`src/rtl/mem_requester.sv`:
```
// rtl/mem_requester.sv - client-side memory requester: ID stamping, request push, response matching
// Optional feature macro: MEM_REQUESTER_TIMEOUT_EN (per-entry age counters with forced release).
module mem_requester #(
  parameter int DATA_WIDTH      = 32,
  parameter int ADDR_WIDTH      = 31,
  parameter int TID_WIDTH       = 16,
  parameter int MAX_OUTSTANDING = 8,
  parameter int TIMEOUT_CYCLES  = 1024,
  parameter int REQ_WIDTH       = 1 + ADDR_WIDTH + DATA_WIDTH,
  parameter int DP_DATA_WIDTH   = TID_WIDTH + REQ_WIDTH,
  parameter int VPI_DATA_WIDTH  = TID_WIDTH + DATA_WIDTH
) (
  input  logic                      clk,
  input  logic                      reset,
  input  logic                      cmd_valid,
  output logic                      cmd_ready,
  input  logic                      cmd_rw,
  input  logic [ADDR_WIDTH-1:0]     cmd_addr,
  input  logic [DATA_WIDTH-1:0]     cmd_data,
  output logic                      req_wr_en,
  output logic [DP_DATA_WIDTH-1:0]  req_data,
  input  logic                      req_full,
  output logic                      rsp_rd_en,
  input  logic [VPI_DATA_WIDTH-1:0] rsp_fifo_data,
  input  logic                      rsp_empty,
  output logic                      rsp_valid,
  input  logic                      rsp_ready,
  output logic [TID_WIDTH-1:0]      rsp_id,
  output logic                      rsp_rw,
  output logic [ADDR_WIDTH-1:0]     rsp_addr,
  output logic [DATA_WIDTH-1:0]     rsp_data,
  output logic [3:0]                outstanding,
  output logic [7:0]                stray_cnt,
  output logic [7:0]                timeout_cnt
);

  localparam int IDX_W = (MAX_OUTSTANDING > 1) ? $clog2(MAX_OUTSTANDING) : 1;
  localparam int CNT_W = 5;
  localparam logic [CNT_W-1:0]     MAX_CNT  = CNT_W'(MAX_OUTSTANDING);
  localparam logic [TID_WIDTH-1:0] FIRST_ID = TID_WIDTH'(1);

  // Outstanding-transaction table
  logic [MAX_OUTSTANDING-1:0] r_tab_valid;
  logic [MAX_OUTSTANDING-1:0] r_tab_rw;
  logic [TID_WIDTH-1:0]       r_tab_id   [MAX_OUTSTANDING];
  logic [ADDR_WIDTH-1:0]      r_tab_addr [MAX_OUTSTANDING];

  logic [TID_WIDTH-1:0]  r_next_id;
  logic                  r_rsp_valid;
  logic [TID_WIDTH-1:0]  r_rsp_id;
  logic                  r_rsp_rw;
  logic [ADDR_WIDTH-1:0] r_rsp_addr;
  logic [DATA_WIDTH-1:0] r_rsp_data;
  logic [7:0]            r_stray_cnt;

  logic [CNT_W-1:0]           w_count;
  logic                       w_free_found;
  logic [IDX_W-1:0]           w_free_idx;
  logic                       w_issue;
  logic                       w_pop;
  logic [TID_WIDTH-1:0]       w_fifo_id;
  logic [DATA_WIDTH-1:0]      w_fifo_data;
  logic                       w_hit;
  logic [IDX_W-1:0]           w_hit_idx;
  logic                       w_retire;
  logic                       w_stray;
  logic [MAX_OUTSTANDING-1:0] w_retire_vec;
  logic [MAX_OUTSTANDING-1:0] w_expire;
  logic [MAX_OUTSTANDING-1:0] w_release;

  assign w_fifo_id   = rsp_fifo_data[VPI_DATA_WIDTH-1 -: TID_WIDTH];
  assign w_fifo_data = rsp_fifo_data[DATA_WIDTH-1:0];

  // Occupancy count and lowest-index free entry, both from pre-edge table state
  always_comb begin
    w_count      = '0;
    w_free_found = 1'b0;
    w_free_idx   = '0;
    for (int i = 0; i < MAX_OUTSTANDING; i++) begin
      w_count = w_count + CNT_W'(r_tab_valid[i]);
      if (!r_tab_valid[i] && !w_free_found) begin
        w_free_found = 1'b1;
        w_free_idx   = IDX_W'(i);
      end
    end
  end

  assign cmd_ready = !reset && !req_full && (w_count < MAX_CNT);
  assign w_issue   = cmd_valid && cmd_ready && w_free_found;
  assign req_wr_en = w_issue;
  assign req_data  = {r_next_id, cmd_rw, cmd_addr, cmd_data};

  // Pop whenever the output slot is empty or is being handed off this cycle
  assign w_pop     = !reset && !rsp_empty && (!r_rsp_valid || rsp_ready);
  assign rsp_rd_en = w_pop;

  // Parallel ID lookup; ID 0 is filler and never matches
  always_comb begin
    w_hit     = 1'b0;
    w_hit_idx = '0;
    for (int i = 0; i < MAX_OUTSTANDING; i++) begin
      if (r_tab_valid[i] && (r_tab_id[i] == w_fifo_id) && (w_fifo_id != '0) && !w_hit) begin
        w_hit     = 1'b1;
        w_hit_idx = IDX_W'(i);
      end
    end
  end

  assign w_retire = w_pop && w_hit;
  assign w_stray  = w_pop && !w_hit && (w_fifo_id != '0);

  // One-hot of the entry retired this cycle
  always_comb begin
    w_retire_vec = '0;
    if (w_retire) begin
      w_retire_vec[w_hit_idx] = 1'b1;
    end
  end

  assign w_release = w_retire_vec | w_expire;

`ifdef MEM_REQUESTER_TIMEOUT_EN
  localparam int AGE_W = $clog2(TIMEOUT_CYCLES + 1);
  localparam logic [AGE_W-1:0] AGE_LAST = AGE_W'(TIMEOUT_CYCLES - 1);

  logic [AGE_W-1:0] r_tab_age [MAX_OUTSTANDING];
  logic [7:0]       r_timeout_cnt;
  logic [CNT_W-1:0] w_expire_cnt;
  logic [8:0]       w_timeout_sum;

  // Entries at their last age expire unless a matching response retires them now
  always_comb begin
    w_expire     = '0;
    w_expire_cnt = '0;
    for (int i = 0; i < MAX_OUTSTANDING; i++) begin
      if (r_tab_valid[i] && (r_tab_age[i] == AGE_LAST) && !w_retire_vec[i]) begin
        w_expire[i]  = 1'b1;
        w_expire_cnt = w_expire_cnt + CNT_W'(1);
      end
    end
  end

  // Age counters: cleared on allocation, advance while the entry is live
  always_ff @(posedge clk) begin
    if (reset) begin
      for (int i = 0; i < MAX_OUTSTANDING; i++) begin
        r_tab_age[i] <= '0;
      end
    end else begin
      for (int i = 0; i < MAX_OUTSTANDING; i++) begin
        if (w_issue && (w_free_idx == IDX_W'(i))) begin
          r_tab_age[i] <= '0;
        end else if (r_tab_valid[i]) begin
          r_tab_age[i] <= r_tab_age[i] + AGE_W'(1);
        end
      end
    end
  end

  assign w_timeout_sum = {1'b0, r_timeout_cnt} + 9'(w_expire_cnt);

  // Saturating count of forced releases
  always_ff @(posedge clk) begin
    if (reset) begin
      r_timeout_cnt <= '0;
    end else if (w_timeout_sum > 9'd255) begin
      r_timeout_cnt <= 8'hFF;
    end else begin
      r_timeout_cnt <= w_timeout_sum[7:0];
    end
  end

  assign timeout_cnt = r_timeout_cnt;
`else
  // Lifetime parameter only matters in the timeout build
  logic [7:0] w_unused_timeout;
  assign w_unused_timeout = 8'(TIMEOUT_CYCLES);
  assign w_expire         = '0;
  assign timeout_cnt      = '0;
`endif

  // Table update: releases first, then allocation of the pre-edge free entry
  always_ff @(posedge clk) begin
    if (reset) begin
      r_tab_valid <= '0;
      r_tab_rw    <= '0;
      for (int i = 0; i < MAX_OUTSTANDING; i++) begin
        r_tab_id[i]   <= '0;
        r_tab_addr[i] <= '0;
      end
    end else begin
      r_tab_valid <= r_tab_valid & ~w_release;
      if (w_issue) begin
        r_tab_valid[w_free_idx] <= 1'b1;
        r_tab_rw[w_free_idx]    <= cmd_rw;
        r_tab_id[w_free_idx]    <= r_next_id;
        r_tab_addr[w_free_idx]  <= cmd_addr;
      end
    end
  end

  // ID generator: 1..2^TID_WIDTH-1, skipping 0
  always_ff @(posedge clk) begin
    if (reset) begin
      r_next_id <= FIRST_ID;
    end else if (w_issue) begin
      r_next_id <= (r_next_id == '1) ? FIRST_ID : r_next_id + FIRST_ID;
    end
  end

  // Response slot: load on match, clear on handshake without a replacement
  always_ff @(posedge clk) begin
    if (reset) begin
      r_rsp_valid <= 1'b0;
      r_rsp_id    <= '0;
      r_rsp_rw    <= 1'b0;
      r_rsp_addr  <= '0;
      r_rsp_data  <= '0;
    end else if (w_retire) begin
      r_rsp_valid <= 1'b1;
      r_rsp_id    <= r_tab_id[w_hit_idx];
      r_rsp_rw    <= r_tab_rw[w_hit_idx];
      r_rsp_addr  <= r_tab_addr[w_hit_idx];
      r_rsp_data  <= w_fifo_data;
    end else if (rsp_ready) begin
      r_rsp_valid <= 1'b0;
    end
  end

  // Saturating count of non-zero responses with no matching entry
  always_ff @(posedge clk) begin
    if (reset) begin
      r_stray_cnt <= '0;
    end else if (w_stray && (r_stray_cnt != 8'hFF)) begin
      r_stray_cnt <= r_stray_cnt + 8'd1;
    end
  end

  assign rsp_valid = r_rsp_valid;
  assign rsp_id    = r_rsp_id;
  assign rsp_rw    = r_rsp_rw;
  assign rsp_addr  = r_rsp_addr;
  assign rsp_data  = r_rsp_data;
  assign stray_cnt = r_stray_cnt;
  // A full 16-entry table cannot be shown in 4 bits; report 15 in that case
  assign outstanding = (w_count > CNT_W'(15)) ? 4'hF : w_count[3:0];

endmodule

```
`config.mk`:
```
export PLATFORM = sky130hd
export DESIGN_NAME = mem_requester
export DESIGN_NICKNAME = d
export VERILOG_FILES = /design/src/rtl/mem_requester.sv
export SDC_FILE = /design/constraint.sdc
export NUM_CORES = 1
export LEC_CHECK = 0
export CORE_MARGIN = 2
export CORE_UTILIZATION = 55
export CTS_CLUSTER_DIAMETER = 30
export DETAILED_ROUTE_END_ITERATION = 10
export HOLD_SLACK_MARGIN = 0.08
export PLACE_DENSITY = 0.77
export SYNTH_ARGS = -nofsm -noshare
export SYNTH_HDL_FRONTEND = slang
export SYNTH_SLANG_ARGS = --single-unit
```
`constraint.sdc`:
```
create_clock -name clk -period 5.7 [get_ports clk]
set_input_delay 1.14 -clock clk [delete_from_list [all_inputs] [get_ports clk]]
set_output_delay 1.14 -clock clk [all_outputs]
set_load 0.01 [all_outputs]
```
# Yosys cells after proc, flatten, opt, wreduce, memory -nomap -nowiden
# Memories as Yosys holds them, arrays and structs flattened. A register that Yosys moved wholly into a read port is not among the register bits.
# Index checks and enable logic that the tools add are counted.
# word_totals
regBits	74
word_cells	163
in_bits	118
ramBits	376
n_memories	2
out_inout_bits	184
# op_classes
n_eq_ne	10
bitwise_logic	3
magnitude_cmp	6
n_reduce_logical	72
mux	54
add_sub_neg	9
# mem_list
memory	words	word_bits	rd	rd_ports_with_merged_regs	wr	line_no	source
r_tab_addr	8	31	1	1	8	46	logic [ADDR_WIDTH-1:0] r_tab_addr [MAX_OUTSTANDING];
r_tab_id	8	16	9	1	8	45	logic [TID_WIDTH-1:0] r_tab_id [MAX_OUTSTANDING];
# ops
cell	n
16-bit equality test	8
1-bit logical AND	42
3-bit 2-to-1 mux	14
16-bit 2-to-1 mux	2
31-bit 2-to-1 mux	1
31-bit OR reduction	1
1-bit 2-to-1 mux	30
1-bit logical NOT	25
16-bit by 1-bit adder with 16-bit output (second input constant)	1
16-bit equality test (second input constant)	1
8-bit 2-to-1 mux	2
16-bit nonzero test	1
16-bit OR reduction	1
5-bit by 1-bit adder with 5-bit output	3
8-bit by 1-bit adder with 8-bit output (second input constant)	1
8-bit AND	1
8-bit bitwise mux	1
3-bit by 4-bit less-than comparator with 1-bit output (second input constant)	2
8-bit inequality test (second input constant)	1
8-bit inverter	1
8-bit OR	1
1-bit demux with 3-bit select	2
3-bit by 1-bit >= comparator with 1-bit output (second input constant)	2
4-bit by 1-bit adder with 5-bit output	1
other kinds (9)	9

# Depth between registers and ports, before layout
# Gate-level depths: netlist (run 1).
# An unclocked memory read counts as a cell.
# depth
ltp_word	35
depth_mapped	18

# Least setup slack after synthesis (run 1)
# OpenSTA, ideal clock, no wires.
# synth_timing
path_type	register -> register
from	reg r_tab_valid[0]
to	mem r_tab_addr[1][0], enable pin
arrival_time_ns	4.821
setup_slack_ns	0.473
period_less_slack_ns	5.227
path_stages_with_launch	18
setup_ns	0.405
n_path_buf	2
path_cell_list	dfxtp_1 fa_1 inv_1 fa_1 fa_1 inv_1 ha_1 a21oi_1 nor2b_1 nor3_1 nand2_1 or2_1 clkbuf_1 inv_2 and3_1 clkbuf_1 inv_1 nand2_1
# synth_lines
element	line_no	source
from (decl)	43	logic [MAX_OUTSTANDING-1:0] r_tab_valid;
from (signal assigned)	192	r_tab_valid <= r_tab_valid & ~w_release;
to (decl)	46	

# Worst setup path after layout (run 1)
# layout_timing
from	reg r_tab_valid[0]
to	out req_wr_en
# layout_between
elab_chain_cells	21
word_cells_on_any_way	32
classes_between	add/sub (7); order compare (1); mux (8); reduce/logical (16)
# layout_rtl
element	line_no	source
parallel branches: the longest is 20 deep, another holds 4-bit by 1-bit adder with 5-bit output	n/a	
1-bit logical AND (*)	89	assign w_issue = cmd_valid && cmd_ready && w_free_found;
to (decl)	20	output logic req_wr_en,
# Every way passes the cells marked *.

==> flow_metrics.tcl, run 1 <==
set metrics [dict create \
    critPathKind "reg2out" \
    p_switching_mw 2.334 \
    maxCapViolations 0 \
    drtAntennaViolNets 0 \
    path_cells "fa_1 > inv_1 > fa_1 > fa_1 > inv_1 > ha_1 > a21oi_1 > nor2b_1 > nor3_2 > nand2_1 > or2_4 > inv_4 > clkdlybuf4s50_1" \
    final_nets 2482 \
    yosys.area.top_type "edfxtp_1" \
    initial_core_util 0.5595 \
    drive_gt1_frac 0.1270 \
    grt_pass1_vias 19089 \
    p_comb_frac 0.044 \
    worstPathArrival_ps 4430 \
    ir_worst_vdd_uv 269.7 \
    synth_seq_area_share 0.5664 \
    antennaDiodeCount 0 \
    wirelength_um 74000 \
    final_cells 3025 \
    routed-via-count 18387 \
    max_slew_margin 0.4008 \
    synth-seq-cells 497 \
    dp_slack_ps 549.5 \
    gr-total-overflow 0 \
    leakage_nw 11.65 \
    via_per_inst 6.078 \
    hp-class "reg2reg" \
    critPathMaxFanout 9 \
    setup_viol 0 \
    fmax_ghz 0.1796 \
    worstPathRequired_ps 4560 \
    rr_startpoint "r_tab_valid[0]" \
    core.rowCount 76 \
    hold_depth 2 \
    clock_skew_ps 31.57 \
    synthArstFlopShare 0 \
    htreeDepth 3 \
    ctsLongestPathBuffers 3 \
    fp.dieH_um 213.8 \
    synth_flop_cell "edfxtp_1" \
    cts.clk_slew.worst_paths_ps 50 \
    startpoint "r_tab_valid[0]" \
    yosys_warnings 0 \
    syn_to_final_growth_pct 24.55 \
    syn-cell-area_um2 24210 \
    period_needed_ps 5568 \
    grt_pass1_wl_um 111500 \
    p_clk_frac 0.575 \
    rsz0062_at_grt "false" \
    internal_power_mw 8.297 \
    placedCellCount 2834 \
    netlist_top_cells_area "edfxtp_1 47%, dfxtp_1 10%, and2_1 7.4%" \
    p_total_mw 10.63 \
    core-area_um2 43270 \
    drcViolationCount 0 \
    hold_slack_ps 496.7 \
    crit_end "req_wr_en" \
    power_density_nw_per_um2 352.6 \
    grtUsageTotal 0.3267 \
    dp.final_hpwl_um 42080 \
    netlist_instances 2212 \
    cts.sinks 497 \
    cp_common_cell "fa_1" \
    drtPass1Iterations 7 \
    cp_slowest_cell "fa_1" \
    rrSetupSlack_ps 1010 \
    start_kind "flop" \
    r2r_cells 15 \
    min_period_over_period 0.9768 \
    setup_tns_ps 0 \
    cp-end-kind "output port" \
    cts-root-buf "clkbuf_16" \
    gp_congestion 0.9470 \
    clock_latency_ps 630 \
    io_pins 302 \
    slowest_delay_ps 560 \
    grt_start_max_net_pins 99 \
    power_frac_seq 0.381 \
    status "completed" \
    cts_made_buffers 102 \
    cts_tree "yes" \
    drt_iter0_markers 2190 \
    worst_r2r_endpoint "r_tab_addr[4][24]" \
    synth_edf_count 376 \
    synth_cell_types 49 \
    wl_per_cell_um 24.46 \
    die_w_um 213.8 \
    worst_pin_slew_ps 890.5 \
    hold_violations 0 \
    finalMaxSlewViolations 0 \
    netlist.area_leader.share 0.4664 \
    io_buffers 229 \
    avgSynthCellArea_um2 10.94 \
    setup_slack_ps 132.0 \
    switching_share 0.2195 \
    die_area_um2 45710 \
    antenna_found_initial 1 \
]
[cells by family (layout without fill, tap and decap cells)]
kind of cell,Yosys count,in the layout,synth area share
xor gates and xnor gates,146,146,0.05282
DFF,497,497,0.5664
buffers and inverters,271,492,0.06067
muxes,105,105,0.04589
other,1,8,0.0001549
and+or+nand+nor,875,875,0.1983
adders and majority gates,11,11,0.006925
AOI/OAI and AO/OA,306,306,0.06879
[repair_timing]
action                                  CTS  global route
endpoints found under the setup margin    1             1
resized for setup                         1             2
setup buffers                             0             0
hold buffers                              0             0
[worst min-delay path by stage]
stage / slack [ps] / endpoint / startpoint
after detailed placement: 480 / r_tab_rw[0] / r_tab_rw[0]
after floorplan: 450 / r_tab_rw[3] / r_tab_rw[3]
after global placement: 470 / r_tab_rw[3] / r_tab_rw[3]
after CTS: 500 / r_tab_rw[0] / r_tab_rw[0]
after global routing: 520 / r_tab_rw[0] / r_tab_rw[0]
final: 500 / r_tab_rw[4] / r_tab_rw[4]
[worst max-delay path, delay by kind of cell, from the launching register on]
kind / cells / cell delay (ps)
buffers and inverters: 4 / 770
flip-flops: 1 / 380
AND/OR/NAND/NOR: 4 / 720
adder cells (fa/ha/maj): 4 / 1720
AO/OA/AOI/OAI: 1 / 220
[synthesized netlist by cell type, drive strengths merged (2+ instances only)]
| library cell | count |
|---|---|
| edfxtp | 376 |
| and2 | 285 |
| a21oi | 162 |
| and3 | 134 |
| buf | 133 |
| nand2 | 122 |
| dfxtp | 121 |
| clkbuf | 119 |
| nand3 | 117 |
| o21ai | 102 |
| xnor2 | 102 |
| nor2 | 91 |
| mux2i | 57 |
| nor3 | 53 |
| mux2 | 48 |
| xor2 | 44 |
| a21o | 34 |
| nand4 | 28 |
| nor4 | 21 |
| inv | 19 |
| ha | 7 |
| or2 | 7 |
| or3 | 5 |
| and4 | 4 |
| fa | 4 |
| nand3b | 3 |
| nor2b | 3 |
| nand2b | 2 |
| o31ai | 2 |
[power groups by stage]
stage	Sequential [mW]	Combinational (mW)	Clock [mW]
floorplan	4.10	0.261	0
global placement	4.11	0.451	0
detailed placement	4.12	0.454	0
CTS	4.05	0.460	6.13
global route	4.06	0.492	6.33
finish	4.05	0.468	6.11
[cell usage in the layout (no fill, tap or decap), drive strengths merged, types with 7 or more instances in the layout]
cell type / Yosys / final
mux2: 48 / 48
or2: 7 / 7
nand4: 28 / 28
bufinv: 0 / 14
clkinv: 0 / 41
edfxtp: 376 / 376
xor2: 44 / 44
clkbuf: 119 / 117
mux2i: 57 / 57
clkinvlp: 0 / 11
conb: 1 / 8
nand2: 122 / 122
a21oi: 162 / 162
nor3: 53 / 53
clkdlybuf4s50: 0 / 229
and3: 134 / 134
xnor2: 102 / 102
dfxtp: 121 / 121
buf: 133 / 53
inv: 19 / 27
and2: 285 / 285
nor4: 21 / 21
nand3: 117 / 117
nor2: 91 / 91
ha: 7 / 7
o21ai: 102 / 102
a21o: 34 / 34
[routing by layer]
metal | wire (um) | up-vias | GRT usage
met3 | 7698 | 238 | 0.06957
met5 | 0 | - | 0
met1 | 27520 | 8961 | 0.4105
met2 | 35610 | 1193 | 0.5284
li1 | - | 7995 | -
met4 | 3174 | 0 | 0.1830
[sequential cells by signal, summed over array words and instances, names as in the netlist]
register and cells:
r_next_id 16, r_tab_addr 248, r_tab_id 128, r_tab_rw 8, r_tab_valid 8, rsp_addr 31, rsp_data 32, rsp_id 16
rsp_rw 1, rsp_valid 1, stray_cnt 8
[layout make-up]
class	instances	area [um^2]
multi-input cells	1451	9155
clock buffers	117	2775
well taps	585	732.0
fillers	2953	13110
flip-flops and latches	497	13710
repair buffers	282	2890
clock inverters	74	814.5
inverters	19	73.82
[stage by stage]
stage                     area (um^2)    util
after floorplan                 24240       -
after global placement          26550  0.6137
after detailed placement        26550  0.6137
after CTS                       30150  0.6968
after global routing            30150  0.6969
final                           30150  0.6969
Power figures use the tool's default switching activity.
==> run 2, diff against run 1 <==
RECOVER_POWER = 100   (was not set)
SETUP_SLACK_MARGIN = 0.2   (was not set)
==> run 2 against run 1 <==
The run now ends with max-capacitance violations, max-slew violations left. Cell count about the same. Largest power group unchanged. Sequential cell count unchanged. Final area down 0.64%. Critical path type unchanged. Total power down 0.15%.
==> flow_metrics.tcl, run 2 (synthesis gave the netlist of run 1 again) <==
set metrics [dict create \
    period_needed_ps 5339 \
    cp.depth 9 \
    rsz0062_at_grt "false" \
    fmax_ghz 0.1873 \
    path_cells "fa_1 > inv_1 > fa_1 > fa_1 > inv_1 > ha_1 > fa_1 > xor2_1 > dlygate4sd3_1" \
    clock_latency_ps 640 \
    ir_worst_vdd_uv 269.8 \
    grt_pass1_vias 19077 \
    cts-root-buf "clkbuf_16" \
    die_area_um2 45710 \
    start_kind "flop" \
    drtPass1Iterations 6 \
    gr-total-overflow 0 \
    power_density_nw_per_um2 354.3 \
    drtAntennaViolNets 0 \
    critPathKind "reg2out" \
    antenna_found_initial 1 \
    violations "max-capacitance violations, max-slew violations" \
    htreeDepth 3 \
    fillers 2992 \
    finalMaxSlewViolations 38 \
    via_per_inst 6.091 \
    cp_slowest_cell "dlygate4sd3_1" \
    crit_end "outstanding[2]" \
    fp.dieH_um 213.8 \
    final_nets 2482 \
    dp.final_hpwl_um 42080 \
    grt_start_max_net_pins 99 \
    critPathMaxFanout 5 \
    cts.sinks 497 \
    mostFrequentLayoutCell "edfxtp_1" \
    final_cell_mix "376 x edfxtp_1, 159 x and2_1, 157 x a21oi_1" \
    hold_violations 0 \
    setup_tns_ps 0 \
    status "complete, but fails checks" \
    regMostFlops "r_tab_addr" \
    rrSetupSlack_ps 400 \
    core.rowCount 76 \
    grtUsageTotal 0.3270 \
    worstPathRequired_ps 4560 \
    worst_pin_slew_ps 1881 \
    maxCapViolations 2 \
    r2r_cells 13 \
    critPathTopFamily "adder cells" \
    setup_viol 0 \
    wl_per_cell_um 24.49 \
    p_total_mw 10.62 \
    rr_startpoint "r_tab_valid[0]" \
    cts_made_buffers 102 \
    startpoint "r_tab_valid[0]" \
    io_buffers 229 \
    syn_to_final_growth_pct 23.75 \
    cts.clk_slew.worst_paths_ps 50 \
    clock_skew_ps 33.38 \
    wirelength_um 74100 \
    cts_tree "yes" \
    final_cells 3026 \
    drt_iter0_markers 2168 \
    drive_gt1_frac 0.1197 \
    routed-via-count 18432 \
    placedCellCount 2834 \
    grt_pass1_wl_um 111600 \
    initial_core_util 0.5595 \
    gp_congestion 0.9470 \
    slowest_delay_ps 680 \
    hold_depth 2 \
    cp_num_buf_inv 3 \
    leakage_nw 11.84 \
    max_slew_margin -0.2537 \
    worst_r2r_endpoint "r_tab_addr[6][9]" \
    cp-end-kind "output port" \
    largest_register_ffs 248 \
    worstPathArrival_ps 4200 \
    core-area_um2 43270 \
    min_period_over_period 0.9367 \
    io_pins 302 \
    cp_common_cell "fa_1" \
    hp-class "reg2reg" \
    drcViolationCount 0 \
    die_w_um 213.8 \
    ctsLongestPathBuffers 3 \
    hp-start "r_tab_rw[0]" \
]
[run 2: changes by cell type in the layout (fill, tap and decap cells not counted), moves of 5 or more]
cell,before,now
clkdlybuf4s50_1,229,83
buf_4,37,18
buf_12,16,11
clkbuf_2,0,17
clkbuf_1,4,9
and2_1,285,159
and2_0,0,126
dlygate4sd3_1,0,145
[run 2: layout make-up]
cell class	count	area (um^2)	share of cell area
Clock buffer	117	2775	0.09263
Antenna cell	1	2.502	0.00008352
Multi-Input combinational cell	1451	9084	0.3032
Tap cell	585	732.0	0.02443
Clock inverter	74	814.5	0.02719
Sequential cell	497	13710	0.4577
Timing Repair Buffer	282	2765	0.09229
Inverter	19	73.82	0.002464
[run 2: metrics by stage]
step,area (um^2),hold WS (ps),worst slack (ps),utilization
final,29960,493.3,360.9,0.6925
after global placement,26550,468.1,536.6,0.6137
after floorplan,24240,454.4,473.3,-
after CTS,30160,495.8,385.3,0.6971
after global routing,29960,516.0,160.0,0.6925
after detailed placement,26550,482.8,549.5,0.6137
[run 2: power by group]
group	total, mW	switching, mW	leakage, nW	internal (mW)
registers	4.06	0.0544	4.85	4.00
clock network	6.11	1.99	1.74	4.12
logic	0.454	0.285	5.24	0.169
[run 2: worst min path at each step]
stage | to | slack [ps]
3_5_place_dp | r_tab_rw[0] | 480
3_3_place_gp | r_tab_rw[3] | 470
2_1_floorplan | r_tab_rw[3] | 450
5_1_grt | r_tab_rw[0] | 520
4_1_cts | r_tab_rw[0] | 500
6_report | r_tab_rw[0] | 490
[run 2: worst min-delay path: stages, from the launching register on]
cell and delay, ps:
dfxtp_1 320, mux2i_1 60, nor2_1 70
[run 2: repair_timing]
item,in CTS,in global routing
gates resized for setup,6,0
hold buffers,0,0
setup endpoints to repair,1,0
setup buffers,0,0
[run 2: routing by layer]
layer  up-vias  GRT usage  part of all wire
met5         -          0                 0
met4         0     0.1832             0.046
met3       251    0.06971              0.10
met2      1179     0.5291              0.48
met1      8999     0.4107              0.38
li1       8003          -                 -
